===== config.mk =====
export PLATFORM = sky130hd
export DESIGN_NAME = systolic_seq_ctrl
export DESIGN_NICKNAME = d
export VERILOG_FILES = /design/src/rtl/systolic_pkg.sv /design/src/rtl/seq_delay_line.sv /design/src/rtl/systolic_seq_ctrl.sv
export SDC_FILE = /design/constraint.sdc
export NUM_CORES = 1
export LEC_CHECK = 0
export BUFFER_PORTS_ARGS = -buffer_cell sky130_fd_sc_hd__buf_2
export CORE_ASPECT_RATIO = 2
export CORE_MARGIN = 2
export CORE_UTILIZATION = 57
export DETAILED_ROUTE_END_ITERATION = 8
export GPL_ROUTABILITY_DRIVEN = 0
export MAX_ROUTING_LAYER = met4
export PLACE_DENSITY = 0.88
export RECOVER_POWER = 100
export SYNTH_ARGS = -nofsm -noshare
export SYNTH_HDL_FRONTEND = slang
export SYNTH_SLANG_ARGS = --single-unit

===== constraint.sdc =====
create_clock -name clk -period 9.8 [get_ports clk]
set_clock_uncertainty 0.1 [all_clocks]
set_input_delay 1.47 -clock clk [delete_from_list [all_inputs] [get_ports clk]]
set_output_delay 1.47 -clock clk [all_outputs]
set_load 0.02 [all_outputs]

===== src/rtl/systolic_pkg.sv =====
// systolic_pkg: shared constants and state encoding for the systolic sequencer
package systolic_pkg;
  localparam int ADDR_W        = 11;
  localparam int DATA_W        = 64;
  localparam int DIM           = 4;
  localparam int OUT_WORDS     = 4;
  localparam int DRAIN_CYC     = 2 * DIM - 2;
  localparam int ARRAY_OUT_LAT = 1;
  typedef enum logic [2:0] {IDLE, LOAD, FEED, DRAIN, UNLOAD, DONE} state_t;
endpackage


===== src/rtl/seq_delay_line.sv =====
// seq_delay_line: N-cycle register pipeline for strobe/address alignment
module seq_delay_line #(
  parameter int N = 1,
  parameter int W = 1
) (
  input  logic         clk,
  input  logic         rst_b,
  input  logic [W-1:0] d,
  output logic [W-1:0] q
);
  logic [W-1:0] sr [N];
  always_ff @(posedge clk or negedge rst_b)
    if (!rst_b) begin
      for (int i = 0; i < N; i++) sr[i] <= '0;
    end else begin
      sr[0] <= d;
      for (int i = 1; i < N; i++) sr[i] <= sr[i-1];
    end
  assign q = sr[N-1];
endmodule


===== src/rtl/systolic_seq_ctrl.sv =====
// systolic_seq_ctrl: load/feed/drain/unload sequencer for the 4x4 systolic top
module systolic_seq_ctrl
  import systolic_pkg::*;
(
  input  logic              clk,
  input  logic              rst_b,
  input  logic              start,
  input  logic [ADDR_W-1:0] k_len,
  input  logic [ADDR_W-1:0] in_base,
  input  logic [ADDR_W-1:0] out_base,
  input  logic              ld_valid,
  input  logic [DATA_W-1:0] ld_data,
  output logic              ld_ready,
  input  logic              host_rd_en,
  input  logic [ADDR_W-1:0] host_rd_addr,
  output logic              busy,
  output logic              done,
  output logic              input_en_ramin,
  output logic              wr_in,
  output logic [ADDR_W-1:0] adder_in,
  output logic [DATA_W-1:0] ram_din,
  output logic              input_en_sys,
  output logic              output_en_sys,
  output logic              input_en_ramout,
  output logic              wr_out,
  output logic [ADDR_W-1:0] adder_out
);
  state_t st, nxt;
  logic [ADDR_W-1:0] cnt, cnt_n, kl, ib, ob, uo_addr, wo_addr, hr_addr;
  logic hs, wr_go, rd_go, hr_go, hr, wo_en;
  assign hs    = ld_valid & ld_ready;
  assign wr_go = st == LOAD && hs;
  assign rd_go = st == FEED;
  assign hr_go = st == IDLE && host_rd_en && !start;
  always_comb begin
    nxt   = st;
    cnt_n = cnt + ADDR_W'(1);
    case (st)
      IDLE: begin
        cnt_n = '0;
        if (start) nxt = (k_len == '0) ? DONE : LOAD;
      end
      LOAD: begin
        cnt_n = hs ? cnt + ADDR_W'(1) : cnt;
        if (hs && cnt == kl - ADDR_W'(1)) begin
          nxt   = FEED;
          cnt_n = '0;
        end
      end
      FEED: if (cnt == kl - ADDR_W'(1)) begin
        nxt   = DRAIN;
        cnt_n = '0;
      end
      // first DRAIN cycle carries the last read; the array sees it one cycle later
      DRAIN: if (cnt == ADDR_W'(DRAIN_CYC + 1)) begin
        nxt   = UNLOAD;
        cnt_n = '0;
      end
      UNLOAD: if (cnt == ADDR_W'(OUT_WORDS + ARRAY_OUT_LAT - 1)) nxt = DONE;
      DONE: begin
        nxt   = IDLE;
        cnt_n = '0;
      end
      default: nxt = IDLE;
    endcase
  end
  always_ff @(posedge clk or negedge rst_b)
    if (!rst_b) begin
      st             <= IDLE;
      cnt            <= '0;
      kl             <= '0;
      ib             <= '0;
      ob             <= '0;
      busy           <= 1'b0;
      done           <= 1'b0;
      ld_ready       <= 1'b0;
      input_en_ramin <= 1'b0;
      wr_in          <= 1'b0;
      adder_in       <= '0;
      ram_din        <= '0;
      output_en_sys  <= 1'b0;
      uo_addr        <= '0;
      hr             <= 1'b0;
      hr_addr        <= '0;
    end else begin
      st             <= nxt;
      cnt            <= cnt_n;
      busy           <= nxt != IDLE;
      done           <= nxt == DONE;
      ld_ready       <= nxt == LOAD;
      input_en_ramin <= wr_go || rd_go;
      wr_in          <= wr_go;
      output_en_sys  <= nxt == UNLOAD && cnt_n < ADDR_W'(OUT_WORDS);
      uo_addr        <= ob + cnt_n;
      hr             <= hr_go;
      if (st == IDLE && start) begin
        kl <= k_len;
        ib <= in_base;
        ob <= out_base;
      end
      if (wr_go || rd_go) adder_in <= ib + cnt;
      if (wr_go) ram_din <= ld_data;
      if (hr_go) hr_addr <= host_rd_addr;
    end
  seq_delay_line #(.N(1), .W(1)) u_sys (
    .clk  (clk),
    .rst_b(rst_b),
    .d    (input_en_ramin & ~wr_in),
    .q    (input_en_sys)
  );
  seq_delay_line #(.N(ARRAY_OUT_LAT), .W(ADDR_W + 1)) u_out (
    .clk  (clk),
    .rst_b(rst_b),
    .d    ({output_en_sys, uo_addr}),
    .q    ({wo_en, wo_addr})
  );
  // unload writes and host reads never overlap: host reads are only taken in IDLE
  assign input_en_ramout = wo_en | hr;
  assign wr_out          = wo_en;
  assign adder_out       = wo_en ? wo_addr : hr_addr;
endmodule

==> metrics, run 1 <==
placed cells=between 900 and 1000; signed area change from the synthesized netlist to the final layout=20.6%; post-synthesis cell count=roughly 630; core footprint=about 13000 sq um; CTS clk-pin slew, worst paths=0.06 ns; Clock Tree Buf Depth=2; total of flip-flops plus latches after synthesis=164; initial antenna violation count=0; number of buffers added by the clock tree synthesis step=17; Worst setup SP type=input port; total number of clock tree sinks=164; setup repair after global routing missed its margin=false; most frequent standard cell in the layout excluding fill and tap cells=sky130_fd_sc_hd__dfrtp_1; post-route clock period utilization=between 60% and 70%; PD cells=~270 nW/um^2; count of max-cap constraint violations=3; clock root buffer=sky130_fd_sc_hd__clkbuf_16; HP Class=register to register; IO buf count=approximately 210; number of H-tree branching levels=4; remaining number of nets flagged by the antenna check after routing=0; Post-Synthesis Cell Area=between 7000 and 8000 sq um; count of placed standard cells in the final layout, fillers left out=between 900 and 1000; detailed-router iteration count before antenna repair=5; number of distinct library cell variants in the gate-level netlist after synthesis=58; number of gates resized after CTS=0; via count of the first global-routing pass=around 5800; count of antenna diodes in the layout=0; Max stage delay cell, worst path=sky130_fd_sc_hd__clkbuf_1; endpoint required time on the critical path=roughly 9.9 ns; number of placed I/O pins=around 210; highest attainable clock frequency=approximately 0.15 GHz; number of remaining DRC errors=0; setup TNS after final layout=0 ns; gr ovfl total=0; DIE AREA=14100 sq um; number of hold violations in the final report=0; count of warnings emitted by yosys=0; path type of the worst setup path=input port to async pin; mean routed wirelength per cell=between 15 and 20 um; GRT Overall Usage=between 20% and 30%; cell area after placement=8670 sq um; Async SR Flop Fraction=100%; net count after synthesis=764; worst path cell trace=clkbuf_1 > clkbuf_2; final-report setup violation count=0; status=complete, but fails checks; clock tree from TritonCTS=done; wire length reported by the detailed router=around 18 mm; worst slew margin relative to its limit=-234%; worst vdd rail ir drop=approximately 0.19 mV; filler cell count=just under 1000; Starting Density=58.0%; clock period minus worst slack=approximately 6.5 ns; Placement Rows=59; biggest fanout along the worst timing path=slightly below 100; via count=5681; Largest stage delay, worst path=roughly 3.5 ns; cell leakage power=around 4.6 nW; commonest cells after routing, fill and taps aside=sky130_fd_sc_hd__dfrtp_1 (164), sky130_fd_sc_hd__buf_2 (111), sky130_fd_sc_hd__mux2_2 (103); Post-CTS Setup Bufs=0; slew at the pin with the worst max-slew slack=5.02 ns; Detail Placement HPWL=13.6 mm; vertical die dimension=about 170 um; DIE WIDTH=85.1 um; violated checks=max-capacitance violations, max-slew violations; primary flip-flop cell chosen by synthesis mapping=sky130_fd_sc_hd__dfrtp_1; crit path buf inv count=2; DRC marker count from the first detailed-route iteration=roughly 280; number of enable flip-flop cells after synthesis=0; total number of nets in the final design=around 970; global-route wire length before repair=roughly 28 mm; Clk Latency, worst-skew pair=0.41 ns; design area=~9000 sq um; cell class contributing the biggest share of worst-path delay=buffers and inverters; ratio of routed vias to standard cells=between 5 and 6; sequential element share of the synthesized area=between 50 and 60%; Setup WS post-layout=approximately 3.3 ns; data arrival time of the worst path=between 6 and 7 ns; Synth Area per Inst=~12 sq um; pin count of the biggest net entering global routing=between 90 and 100; worst slack at placement=4.20 ns; post-cts hold buffer count=0; proportion of layout cells with a drive suffix above 1=30.4%; Critical Path End Type=async pin; max-slew violation count=~230
==> layer usage <==
layer	part of all wire [%]	GRT usage [%]	up-vias
met1	34	26.6	2695
met2	54	47.0	296
met4	4.1	12.5	0
met5	0	-	-
li1	-	-	2621
met3	7.3	5.37	69
==> state kept, by name, indices dropped and copies added (netlist names), 3 cells and up <==
signal,cells
ram_din,64
u_out.q,12
adder_in,11
cnt,11
hr_addr,11
ib,11
kl,11
ob,11
uo_addr,11
st,3
==> synthesized netlist by cell type (all sizes together), types with 4 or more instances <==
| library cell | instances | share of area [%] |
|---|---|---|
| mux2 | 105 | 16 |
| a21oi | 19 | 1.5 |
| xor2 | 10 | 1.2 |
| a31oi | 6 | 0.50 |
| a211oi | 5 | 0.57 |
| dfrtp | 164 | 55 |
| ha | 23 | 3.8 |
| nor4 | 9 | 1.1 |
| o21ai | 32 | 2.1 |
| nand4 | 7 | 0.58 |
| nor2b | 4 | 0.33 |
| nand2 | 72 | 3.6 |
| a21o | 6 | 0.60 |
| nor3 | 7 | 0.47 |
| inv | 26 | 1.3 |
| nand3 | 10 | 0.73 |
| o21bai | 6 | 0.60 |
| xnor2 | 21 | 2.5 |
| clkbuf | 21 | 1.1 |
| nor2 | 25 | 1.3 |
==> worst paths after layout <==
kind | startpoint | to | slack [ns] | cells after the start
worst max-delay path | rst_b | cnt[0]$_DFF_PN0_ | 3.29 | 2
worst min-delay path | uo_addr[7]$_DFF_PN0_ | u_out.q[7]$_DFF_PN0_ | 0.25 | 0
worst max register to register | kl[2]$_DFFE_PN0P_ | uo_addr[10]$_DFF_PN0_ | 3.95 | 18
worst min register to register | uo_addr[7]$_DFF_PN0_ | u_out.q[7]$_DFF_PN0_ | 0.25 | 0
max in group clk | kl[2]$_DFFE_PN0P_ | uo_addr[10]$_DFF_PN0_ | 3.95 | 18
min in group asynchronous | rst_b | kl[6]$_DFFE_PN0P_ | 2.77 | 1
==> final cells by class <==
type	count	area, sq um	share of cell area (%)
Tap cell	152	190	2.10
Timing Repair Buffer	210	928	10.3
Inverter	26	97.6	1.08
Sequential cell	164	4100	45.4
Clock buffer	18	439	4.86
Clock inverter	13	116	1.29
Multi-Input combinational cell	412	3170	35.0
==> cells by family (layout without fill, tap and decap cells) <==
| family | count (synthesis) | after routing | synth area share, % |
|---|---|---|---|
| mux | 107 | 107 | 16.0 |
| fa+ha+maj | 25 | 25 | 4.37 |
| flops | 164 | 164 | 54.7 |
| buf+inv | 50 | 267 | 2.50 |
| compound gates | 96 | 96 | 8.70 |
| xor+xnor | 31 | 31 | 3.62 |
| simple gates | 153 | 153 | 10.0 |
==> where the power goes <==
| group | switching [mW] | internal [mW] |
|---|---|---|
| logic | 0.486 | 0.345 |
| clock network | 0.279 | 0.338 |
| registers | 0.158 | 0.859 |
==> metrics by stage <==
stage,total power [mW],hold WS (ns),utilization [%]
2_1_floorplan,1.61,0.231,-
3_3_place_gp,1.84,0.231,67.1
3_5_place_dp,1.88,0.236,67.1
4_1_cts,2.50,0.249,71.4
5_1_grt,2.62,0.260,70.0
6_report,2.47,0.248,70.0
(Power assumes the default switching activity.)
==> run 2, diff against run 1 <==
ABC_AREA = 1   (was not set)
CORE_UTILIZATION = 48   (was 57)
PLACE_DENSITY = 0.79   (was 0.88)
clock period = 5.9 ns   (was 9.8 ns; I/O delays follow)
==> run 2 against run 1 <==
The run still ends with max-capacitance violations, max-slew violations left. Final cell count rose by 37%. Setup slack got worse by 1.8 ns. Die area rose by 22%. Non-clock buffer count rose by 3. Utilization fell by 11 points. Critical path depth rose by 21. Sequential power rose by 100%. Combinational power rose to 3.5 times the previous value. Global-route usage fell by 1.3 points. Critical endpoint is now uo_addr[10]$_DFF_PN0_. Highest routed layer unchanged.
==> metrics, run 2 <==
status=complete, but fails checks; violated checks=max-capacitance violations, max-slew violations; global-route wire length before repair=between 30 and 40 mm; Largest stage delay, worst path=0.40 ns; max-slew violation count=roughly 220; cell leakage power=roughly 5.0 nW; GRT Overall Usage=roughly a quarter; number of buffers added by the clock tree synthesis step=17; Clock Tree Buf Depth=2; core footprint=15800 sq um; total number of nets in the final design=~1300; number of placed I/O pins=208; post-synthesis compound-gate area fraction=under 10%; biggest fanout along the worst timing path=11; primary flip-flop cell chosen by synthesis mapping=sky130_fd_sc_hd__dfrtp_1; Largest Register=ram_din; endpoint required time on the critical path=6.15 ns; PD cells=~640 nW/um^2; worst path cell trace=inv_1 > ha_1 > nand2_1 > nand3_1 > nand2_1 > nor2_1 > nand3_1 > nor2_2 > nand2_2 > nor2_1 > nand3_1 > a32o_1 > ha_1 > fa_1 > nand3_1 > nand2_1 > a21boi_0 > o21ai_0 > a21oi_1 > nor2_1 > nor2_1 > xor2_1 > xnor2_1; worst vdd rail ir drop=between 0.2 and 0.25 mV; path type of the worst setup path=register to register; met1 demand-to-capacity share in global routing=24.4%; highest attainable clock frequency=0.228 GHz; Starting Density=roughly half; number of gates resized after CTS=0; proportion of layout cells with a drive suffix above 1=between 10 and 15%; initial antenna violation count=1; grt met2 use=42.7%; post-cts hold buffer count=0; Critical Path End Type=register; most instantiated library cell after synthesis=sky130_fd_sc_hd__nand2_1; DIE AREA=around 17000 sq um; Placement Rows=65; Post-CTS Setup Bufs=0; vertical die dimension=~180 um; sequential element share of the synthesized area=between 50% and 60%; HP Class=register to register; wire length reported by the detailed router=about 21 mm; slew at the pin with the worst max-slew slack=~2.6 ns; total of flip-flops plus latches after synthesis=164; met3 routing resource usage after global routing=approximately 5.7%; number of enable flip-flop cells after synthesis=0; Worst setup SP type=register; post-synthesis cell count=around 950; simple-gate share of the synthesized area=between 20% and 30%; Max stage delay cell, worst path=sky130_fd_sc_hd__fa_1; final-report setup violation count=0; count of warnings emitted by yosys=0; clock root buffer=sky130_fd_sc_hd__clkbuf_16; Detail Placement HPWL=~15 mm; combinational family with the most area after synthesis=simple AND/OR/NAND/NOR gates; share of cell area taken by muxes after synthesis=0.145%; setup TNS after final layout=0 ns; ratio of routed vias to standard cells=just over 5; layer with the highest usage after global routing=met2; DRC marker count from the first detailed-route iteration=330; gr ovfl total=0; commonest cells after routing, fill and taps aside=sky130_fd_sc_hd__nand2_1 (440), sky130_fd_sc_hd__dfrtp_1 (164), sky130_fd_sc_hd__buf_2 (110); via count=a little under 7000; cell type with the largest total area after synthesis=sky130_fd_sc_hd__dfrtp_1; count of max-cap constraint violations=3; fraction of synthesized cell area in xor and xnor cells=under 10%; worst slew margin relative to its limit=-70.4%; setup repair after global routing missed its margin=false; IO buf count=207; pin count of the biggest net entering global routing=roughly 110; total power=about 6.0 mW; Clk Latency, worst-skew pair=between 0.4 and 0.5 ns; CTS clk-pin slew, worst paths=approximately 0.070 ns; Async SR Flop Fraction=100%; via count of the first global-routing pass=6790; ranking of synthesized cells by area=sky130_fd_sc_hd__dfrtp_1 (53%), sky130_fd_sc_hd__nand2_1 (21%), sky130_fd_sc_hd__ha_1 (3.7%); Post-Synthesis Cell Area=7740 sq um; DIE WIDTH=~94 um; number of hold violations in the final report=0; detailed-router iteration count before antenna repair=4; signed area change from the synthesized netlist to the final layout=21.3%; post-route clock period utilization=74.4%; clock tree from TritonCTS=done; data arrival time of the worst path=approximately 4.6 ns; number of distinct library cell variants in the gate-level netlist after synthesis=40; arithmetic-cell share of the synthesized area counting full adders, half adders and majority gates=about 4.2%; mean routed wirelength per cell=15.3 um; share of the synthesized area in the top cell type=53.0%; fraction of the core area covered by cells at the end of the flow=approximately three fifths; leading post-synthesis cells by instance count=sky130_fd_sc_hd__nand2_1 (441), sky130_fd_sc_hd__dfrtp_1 (164), sky130_fd_sc_hd__inv_1 (60), sky130_fd_sc_hd__nor2_1 (53), sky130_fd_sc_hd__nand3_1 (38); number of flip-flops in the largest register=64; clock period minus worst slack=4.39 ns; most frequent standard cell in the layout excluding fill and tap cells=sky130_fd_sc_hd__nand2_1; number of H-tree branching levels=4; remaining number of nets flagged by the antenna check after routing=0; total number of clock tree sinks=164; Synth Area per Inst=8.16 sq um; number of remaining DRC errors=0; net count after synthesis=roughly 1100; flop-to-flop setup slack=1.51 ns
run 2: kinds of logic after synthesis:
group                      count (synthesis)
DFF                                      164
and+or+nand+nor                          567
muxes                                      1
xor gates and xnor gates                  27
buffers and inverters                     96
adders and majority gates                 25
AOI/OAI and AO/OA                         69
run 2: power breakdown:
part / leakage, nW / internal (mW) / switching, mW
Clock: 0.279 / 0.629 / 0.462
Combinational: 2.75 / 0.928 / 1.95
Sequential: 2.00 / 1.68 / 0.361
Total: 5.03 / 3.24 / 2.77
run 2: final cells by class:
class / instances / area (sq um)
Fill cell: 1453 / 6390
Sequential cell: 164 / 4100
Multi-Input combinational cell: 689 / 3260
Timing Repair Buffer: 213 / 943
Clock buffer: 18 / 429
Tap cell: 201 / 251
Inverter: 66 / 248
Clock inverter: 14 / 153
Antenna cell: 1 / 2.50
run 2: layer usage:
layer	vias up	wire length (um)
li1	3365	-
met1	3212	7350
met2	288	10700
met3	91	1350
met4	0	1440
met5	-	0
run 2: worst max-delay path: cells and delay by family (launching register included):
kind	cells	cell delay [ns]
simple gates	13	1.35
compound gates	4	1.05
buf+inv	1	0.16
flops	1	0.38
fa+ha+maj	3	0.95
xor+xnor	2	0.31
run 2: worst paths after layout:
| kind | from | end | cells after the start |
|---|---|---|---|
| max | kl[0]$_DFFE_PN0P_ | uo_addr[10]$_DFF_PN0_ | 23 |
| min | uo_addr[0]$_DFF_PN0_ | u_out.q[0]$_DFF_PN0_ | 0 |
| max reg2reg | kl[0]$_DFFE_PN0P_ | uo_addr[10]$_DFF_PN0_ | 23 |
| min reg2reg | uo_addr[0]$_DFF_PN0_ | u_out.q[0]$_DFF_PN0_ | 0 |
| max in group asynchronous | rst_b | adder_in[9]$_DFFE_PN0P_ | 2 |
| min in group asynchronous | rst_b | ob[1]$_DFFE_PN0P_ | 1 |
run 2: through the flow:
step | instance area [sq um] | setup slack, ns | hold WS [ns] | instances
floorplan | 7740 | 2.21 | 0.231 | 949
global placement | 8960 | 1.87 | 0.233 | 1333
detailed placement | 8960 | 1.72 | 0.235 | 1333
CTS | 9550 | 1.67 | 0.253 | 1365
global route | 9390 | 1.15 | 0.257 | 1366
finish | 9390 | 1.51 | 0.250 | 1366
